===== src/rtl/mc_ctrl_pkg.sv =====
// mc_ctrl_pkg: encodings shared by the main control FSM, ALU control decoder and datapath
package mc_ctrl_pkg;
    typedef enum logic [3:0] {
        S_FETCH      = 4'd0,
        S_DECODE     = 4'd1,
        S_MEM_ADDR   = 4'd2,
        S_MEM_READ   = 4'd3,
        S_MEM_WB     = 4'd4,
        S_MEM_WRITE  = 4'd5,
        S_EXECUTE    = 4'd6,
        S_R_COMPLETE = 4'd7,
        S_BRANCH     = 4'd8,
        S_JUMP       = 4'd9
    } state_t;
    localparam logic [5:0] OP_R   = 6'b000000;
    localparam logic [5:0] OP_LW  = 6'b100011;
    localparam logic [5:0] OP_SW  = 6'b101011;
    localparam logic [5:0] OP_BEQ = 6'b000100;
    localparam logic [5:0] OP_J   = 6'b000010;
    localparam logic [1:0] ALUOP_ADD   = 2'b00;
    localparam logic [1:0] ALUOP_SUB   = 2'b01;
    localparam logic [1:0] ALUOP_FUNCT = 2'b10;
    localparam logic [1:0] PCSRC_ALU    = 2'b00;
    localparam logic [1:0] PCSRC_ALUOUT = 2'b01;
    localparam logic [1:0] PCSRC_JUMP   = 2'b10;
    localparam logic [1:0] SRCB_B       = 2'b00;
    localparam logic [1:0] SRCB_FOUR    = 2'b01;
    localparam logic [1:0] SRCB_IMM     = 2'b10;
    localparam logic [1:0] SRCB_IMM_SL2 = 2'b11;
endpackage


===== src/rtl/mc_ctrl_outdec.sv =====
// mc_ctrl_outdec: state-to-control decoder with reset gating and mem_ready qualification
module mc_ctrl_outdec
    import mc_ctrl_pkg::*;
(
    input  logic       reset,
    input  logic [3:0] state,
    input  logic       mem_ready,
    input  logic       illegal,
    output logic       PCWrite,
    output logic       PCWriteCond,
    output logic       IorD,
    output logic       MemRead,
    output logic       MemWrite,
    output logic       MemtoReg,
    output logic       IRWrite,
    output logic [1:0] PCSource,
    output logic [1:0] ALUOp,
    output logic       ALUSrcA,
    output logic [1:0] ALUSrcB,
    output logic       RegWrite,
    output logic       RegDst,
    output logic [3:0] state_o,
    output logic       illegal_op
);
    always_comb begin
        PCWrite     = 1'b0;
        PCWriteCond = 1'b0;
        IorD        = 1'b0;
        MemRead     = 1'b0;
        MemWrite    = 1'b0;
        MemtoReg    = 1'b0;
        IRWrite     = 1'b0;
        PCSource    = PCSRC_ALU;
        ALUOp       = ALUOP_ADD;
        ALUSrcA     = 1'b0;
        ALUSrcB     = SRCB_B;
        RegWrite    = 1'b0;
        RegDst      = 1'b0;
        state_o     = 4'd0;
        illegal_op  = 1'b0;
        if (!reset) begin
            state_o    = state;
            illegal_op = illegal;
            case (state)
                S_FETCH: begin
                    MemRead = 1'b1;
                    IRWrite = mem_ready;
                    PCWrite = mem_ready;
                    ALUSrcB = SRCB_FOUR;
                end
                S_DECODE: ALUSrcB = SRCB_IMM_SL2;
                S_MEM_ADDR: begin
                    ALUSrcA = 1'b1;
                    ALUSrcB = SRCB_IMM;
                end
                S_MEM_READ: begin
                    MemRead = 1'b1;
                    IorD    = 1'b1;
                end
                S_MEM_WB: begin
                    RegWrite = 1'b1;
                    MemtoReg = 1'b1;
                end
                S_MEM_WRITE: begin
                    MemWrite = 1'b1;
                    IorD     = 1'b1;
                end
                S_EXECUTE: begin
                    ALUSrcA = 1'b1;
                    ALUOp   = ALUOP_FUNCT;
                end
                S_R_COMPLETE: begin
                    RegWrite = 1'b1;
                    RegDst   = 1'b1;
                end
                S_BRANCH: begin
                    ALUSrcA     = 1'b1;
                    ALUOp       = ALUOP_SUB;
                    PCWriteCond = 1'b1;
                    PCSource    = PCSRC_ALUOUT;
                end
                S_JUMP: begin
                    PCWrite  = 1'b1;
                    PCSource = PCSRC_JUMP;
                end
                default: ;
            endcase
        end
    end
endmodule


===== src/rtl/multicycle_main_control.sv =====
// multicycle_main_control: main sequencing FSM of the multicycle MIPS datapath
module multicycle_main_control
    import mc_ctrl_pkg::*;
(
    input  logic       clk,
    input  logic       reset,
    input  logic [5:0] Op,
    input  logic       mem_ready,
    output logic       PCWrite,
    output logic       PCWriteCond,
    output logic       IorD,
    output logic       MemRead,
    output logic       MemWrite,
    output logic       MemtoReg,
    output logic       IRWrite,
    output logic [1:0] PCSource,
    output logic [1:0] ALUOp,
    output logic       ALUSrcA,
    output logic [1:0] ALUSrcB,
    output logic       RegWrite,
    output logic       RegDst,
    output logic [3:0] state_o,
    output logic       illegal_op
);
    state_t state_q, state_d;
    logic   illegal_q, illegal_d;
    logic   op_ok;
    assign op_ok = Op == OP_R || Op == OP_LW || Op == OP_SW || Op == OP_BEQ || Op == OP_J;
    always_comb begin
        state_d   = S_FETCH;
        illegal_d = illegal_q;
        case (state_q)
            S_FETCH:     state_d = mem_ready ? S_DECODE : S_FETCH;
            S_DECODE: begin
                state_d   = (Op == OP_LW || Op == OP_SW) ? S_MEM_ADDR :
                            Op == OP_R   ? S_EXECUTE :
                            Op == OP_BEQ ? S_BRANCH  :
                            Op == OP_J   ? S_JUMP    : S_FETCH;
                illegal_d = illegal_q | ~op_ok;
            end
            S_MEM_ADDR:  state_d = Op == OP_SW ? S_MEM_WRITE : S_MEM_READ;
            S_MEM_READ:  state_d = mem_ready ? S_MEM_WB : S_MEM_READ;
            S_MEM_WRITE: state_d = mem_ready ? S_FETCH : S_MEM_WRITE;
            S_EXECUTE:   state_d = S_R_COMPLETE;
            default:     state_d = S_FETCH;
        endcase
    end
    always_ff @(posedge clk) begin
        if (reset) begin
            state_q   <= S_FETCH;
            illegal_q <= 1'b0;
        end else begin
            state_q   <= state_d;
            illegal_q <= illegal_d;
        end
    end
    mc_ctrl_outdec u_outdec (
        .reset       (reset),
        .state       (state_q),
        .mem_ready   (mem_ready),
        .illegal     (illegal_q),
        .PCWrite     (PCWrite),
        .PCWriteCond (PCWriteCond),
        .IorD        (IorD),
        .MemRead     (MemRead),
        .MemWrite    (MemWrite),
        .MemtoReg    (MemtoReg),
        .IRWrite     (IRWrite),
        .PCSource    (PCSource),
        .ALUOp       (ALUOp),
        .ALUSrcA     (ALUSrcA),
        .ALUSrcB     (ALUSrcB),
        .RegWrite    (RegWrite),
        .RegDst      (RegDst),
        .state_o     (state_o),
        .illegal_op  (illegal_op)
    );
endmodule


===== config.mk =====
export PLATFORM = sky130hd
export DESIGN_NAME = multicycle_main_control
export DESIGN_NICKNAME = d
export VERILOG_FILES = /design/src/rtl/mc_ctrl_pkg.sv /design/src/rtl/mc_ctrl_outdec.sv /design/src/rtl/multicycle_main_control.sv
export SDC_FILE = /design/constraint.sdc
export NUM_CORES = 1
export LEC_CHECK = 0
export CAP_MARGIN = 20
export CORE_MARGIN = 5
export CORE_UTILIZATION = 35
export CTS_BUF_LIST = sky130_fd_sc_hd__clkbuf_16
export DETAILED_ROUTE_END_ITERATION = 16
export PLACE_DENSITY = 0.69
export RECOVER_POWER = 50
export REMOVE_ABC_BUFFERS = 1
export SLEW_MARGIN = 20
export SYNTH_ARGS = -nofsm -noshare
export SYNTH_HDL_FRONTEND = slang
export SYNTH_SLANG_ARGS = --single-unit

===== constraint.sdc =====
create_clock -name clk -period 3.5 [get_ports clk]
set_input_delay 0.525 -clock clk [delete_from_list [all_inputs] [get_ports clk]]
set_output_delay 0.525 -clock clk [all_outputs]
set_load 0.01 [all_outputs]

-- Word-level counts from Yosys, hierarchy flattened
Cells that the tools add are included.
- flip-flop bits (word level): 5
- latch bits: 0
- bits in writable memories: 0
- memory bits (read-only): 0
- input bits: 9
- output and inout bits: 21
- word-level logic and storage cells: 65
- memories: 0
- add/subtract/negate cells: 0
- multipliers: 0
- div/mod/pow operators: 0
- $lt $le $gt $ge: 0
- equal/unequal tests: 13
- shifts and indexed selects: 0
- mux-type cells: 37
- bitwise gates (word level): 2
- reductions and logical operators: 11
- operators by type and width (cell ; number):
    $pmux 4 s6 ; 1
    $mux 1 ; 21
    $mux 4 ; 5
    $eq 4x3->1 const B ; 4
    $eq 6x6->1 const B ; 2
    $mux 3 ; 3
    $eq 4x2->1 const B ; 2
    $eq 4x4->1 const B ; 2
    $pmux 2 s2 ; 2
    $eq 6x2->1 const B ; 1
    $eq 6x3->1 const B ; 1
    $logic_not 6->1 ; 1
    $mux 2 ; 3
    $pmux 2 s3 ; 1
    $reduce_or 2->1 ; 3
    $logic_or 1x1->1 ; 5
    $eq 4x1->1 const B ; 1
    $logic_not 4->1 ; 1
    $reduce_or 3->1 ; 1
    $pmux 1 s2 ; 1
    $not 1->1 ; 1
    $or 1x1->1 ; 1

-- Logic depth before layout (Yosys ltp)
- depth in word-level cells: 7
- mapped depth: 5
- mapped depth without buffers: 4

-- Cells and area by module
From an unflattened synthesis, not the netlist that was laid out.
- cell total of the unflattened synthesis: 76
- area total of the unflattened synthesis: 616.8 µm²
- by module, submodules not included (module ; times used ; cells each ; area an instance (µm²)):
    multicycle_main_control ; 1 ; 42 ; 354.1
    mc_ctrl_outdec ; 1 ; 34 ; 262.8

-- Worst setup path before layout
No wires, ideal clock.
- path type: input port to output port
- start point: input port reset
- end point: output port PCWrite
- data arrival time: 1.383 ns
- data required time: 2.975 ns
- slack: 1.592 ns
- stages on the path: 3
- cells stage by stage: or3_4 > nor4b_4 > or2_1
- longest elaborated chain between the ends: 1
- RTL lines (element ; line ; RTL):
    start: declaration ; multicycle_main_control.sv:6 ; input logic reset,
    $mux 1 ; mc_ctrl_outdec.sv:41 ; if (!reset) begin
    end: declaration ; multicycle_main_control.sv:9 ; output logic PCWrite,
No other way between the ends.

-- Worst setup path after layout
- start point: input port reset
- end point: output port MemRead
- longest elaborated chain between the ends: 1
- RTL lines (element ; line ; RTL):
    $mux 1 ; mc_ctrl_outdec.sv:41 ;
    end: declaration ; multicycle_main_control.sv:12 ; output logic MemRead,
No other way between the ends.

==> key figures <==
Run status
  – Status: completed

STA
  – Worst Tran Pin Value: 619 ps
  – Setup_tns: 0 ps
  – Skew final: 1.44 ps
  – RSZ-0062 raised after global routing: false
  – Tmin final: 2920 ps
  – Setup-failing EPs final: 0
  – Max-slew violations: 0
  – Slew Limit Headroom: 58.7%
  – Max Freq: 343 MHz
  – Hold Vio Cnt, Final: 0
  – Worst Slack Setup Final: 582 ps
  – Tcrit/Tclk final: 83.4%

Placed design
  – Buffers on Ports: 29
  – Placed cell count: 114
  – Area after DPL: 841 um^2
  – Pre-CTS setup slack: 737 ps
  – GP Congestion: 0.775
  – DP HPWL: 1.19 mm

CTS
  – Root Driver: clkbuf_16
  – H-tree levels: 1
  – Resize count post-CTS: 0
  – CTS Buf Count: 3
  – Post-CTS Repair Setup Buffers: 0
  – Clock buffer depth: 2
  – Clock-pin slew on the worst setup and hold paths: 30 ps
  – Worst-Skew Late Latency: 230 ps
  – Post-CTS Hold Fix Bufs: 0
  – Clock Sinks: 5
  – CTS tree: done

Drt
  – Final WL: 1.53 mm
  – Via density: 5.34
  – Drt drc: 0
  – Antenna viol nets, final: 0
  – 1st-iter DRT viols: 2
  – Wire per inst: 12.9 um
  – Drt first pass iters: 3
  – Vias post-DR: 630

GRT
  – First-pass GRT wire length: 2.50 mm
  – Vias in the first global route: 538
  – GR Util All Layers: 12.7%
  – Initial antenna violation count: 0
  – Grt total ovfl: 0
  – Largest net degree at the start of global routing: 16

Cells and area
  – Final cell count without fillers: 118
  – Design Area, Final: 916 um^2
  – Syn-to-layout area delta: 61.6%
  – Final nets: 112
  – Area of the multi-input gates: 408 um^2
  – Fillers: 152
  – Storage cell area: 100 um^2
  – Antenna cell count: 0
  – Share of cells above drive strength 1: 8.82%

Floorplanning
  – Row count: 14
  – Initial core utilization: 37.2%
  – Width of the die: 50.2 um
  – Die Area: 2520 um^2
  – Num ports: 30
  – Chip height: 50.2 um
  – Core Box Area: 1520 um^2

Setup path
  – Top Family by Delay on Critical Path: buffers and inverters
  – Crit path buffers/inverters: 3
  – Crit path depth: 5
  – Worst endpoint data arrival time: 2390 ps
  – Setup crit end: MemRead
  – Crit path max-delay cell type: dlygate4sd3_1
  – Worst R2R Path Depth: 4
  – Max stage delay on crit path: 550 ps
  – Critical Path RT: 2970 ps
  – Worst r2r src: state_q[2]
  – R2R Setup Slk: 1960 ps
  – CP Launch Type: input port
  – Setup crit end kind: primary output
  – Worst path cell trace: dlygate4sd3_1 -> clkbuf_1 -> or3_1 -> nor2b_1 -> clkdlybuf4s50_1
  – Max Fanout on Critical Path: 12
  – Crit path launch: reset
  – RR Endpoint: state_q[2]
  – WS Path Type: input port to primary output

Synth
  – Share of the yosys chip area belonging to registers: 17.7%
  – #FFs+latches synth: 5
  – Post-synth top area share: 17.7%
  – Yosys cell types: 35
  – Synthesized area: 567 um^2
  – YS warnings: 0
  – Post-synthesis instance total: 75
  – Top post-synthesis cells by area: dfxtp_1 (18%), nor3_1 (7.1%), nor2b_1 (5.5%), nor2_1 (5.3%), xnor2_1 (4.6%)
  – Syn_area_per_cell: 7.56 um^2
  – Synth area leader: dfxtp_1

Hold path
  – Worst hold path class: flop to flop
  – Hold depth: 2

Job
  – Max Cap Viol: 0

Pwr
  – PwrDens: 326 nW/um^2
  – Pleak: 0.000351 uW
  – Peak VDD IR: 510 uV
-- Yosys cell counts (all sizes together) --
cell	number
a211o	1
a211oi	1
a21oi	4
a31o	2
a32o	1
and3	1
and3b	1
buf	6
clkbuf	1
dfxtp	5
inv	4
mux2	1
nand2b	4
nand3b	1
nand4	2
nand4b	1
nor2	8
nor2b	5
nor3	8
nor4	3
nor4b	1
o21ai	2
o21bai	1
o22ai	1
o2bb2ai	1
o31ai	1
or2	1
or3	3
or3b	1
xnor2	3
-- worst min path at each step --
stage | from | slack [ps] | end
4_1_cts | illegal_q | 600 | illegal_q
5_1_grt | illegal_q | 640 | illegal_q
6_report | illegal_q | 590 | illegal_q
2_1_floorplan | Op[4] | 600 | state_q[3]
3_3_place_gp | illegal_q | 590 | illegal_q
3_5_place_dp | illegal_q | 590 | illegal_q
-- per-layer routing --
layer  up-vias  GRT usage, %  part of all wire, %
li1        323             -                    -
met1       272          15.2                   44
met2        31          19.9                   43
met3         4          4.14                   11
met4         0          6.55                  1.9
met5         -             0                    0
-- sequential cells by signal (all words and copies together) (netlist names) --
| register | cells |
|---|---|
| illegal_q | 1 |
| state_q | 4 |
-- worst reg2reg max path: cells and delay by family, from the launching register on --
family          cells  cell delay, ps
simple gates        1             250
compound gates      3             470
flops               1             700
-- cell families after synthesis --
family / Yosys count / synth area share, %
AOI/OAI and AO/OA: 15 / 18.3
xor gates and xnor gates: 3 / 4.64
buffers and inverters: 11 / 10.4
DFF: 5 / 17.7
muxes: 1 / 1.99
and+or+nand+nor: 40 / 47.0
-- report_power, final --
group / leakage, uW / total [uW] / switching, uW / internal, uW
Sequential: 0.0000408 / 62.4 / 2.96 / 59.4
Combinational: 0.000268 / 50.6 / 23.3 / 27.3
Clock: 0.0000423 / 185 / 37.5 / 148
-- cells in the final DEF (no fill, tap or decap), types with 2 or more instances in the layout --
cell type        count
a21oi_1              4
a31o_2               2
clkbuf_16            3
clkdlybuf4s50_1     19
dfxtp_1              5
dlygate4sd3_1       10
inv_1                5
nand2b_1             4
nand4_1              2
nor2_1               8
nor2b_1              5
nor3_1               8
nor4_1               2
o21ai_0              2
or3_1                2
xnor2_1              3
-- metrics by stage --
| step | power, uW | utilization (%) | hold WS [ps] |
|---|---|---|---|
| 2_1_floorplan | 86.9 | - | 604 |
| 3_3_place_gp | 115 | 55.2 | 587 |
| 3_5_place_dp | 116 | 55.2 | 587 |
| 4_1_cts | 305 | 60.3 | 603 |
| 5_1_grt | 314 | 60.1 | 637 |
| 6_report | 298 | 60.1 | 586 |
-- layout make-up --
cell class	count	area share [%]
Multi-Input combinational cell	59	44.5
Timing Repair Buffer	30	32.1
Sequential cell	5	10.9
Clock buffer	3	8.20
Tap cell	16	2.19
Inverter	4	1.64
Clock inverter	1	0.410
(Power assumes the default switching activity.)
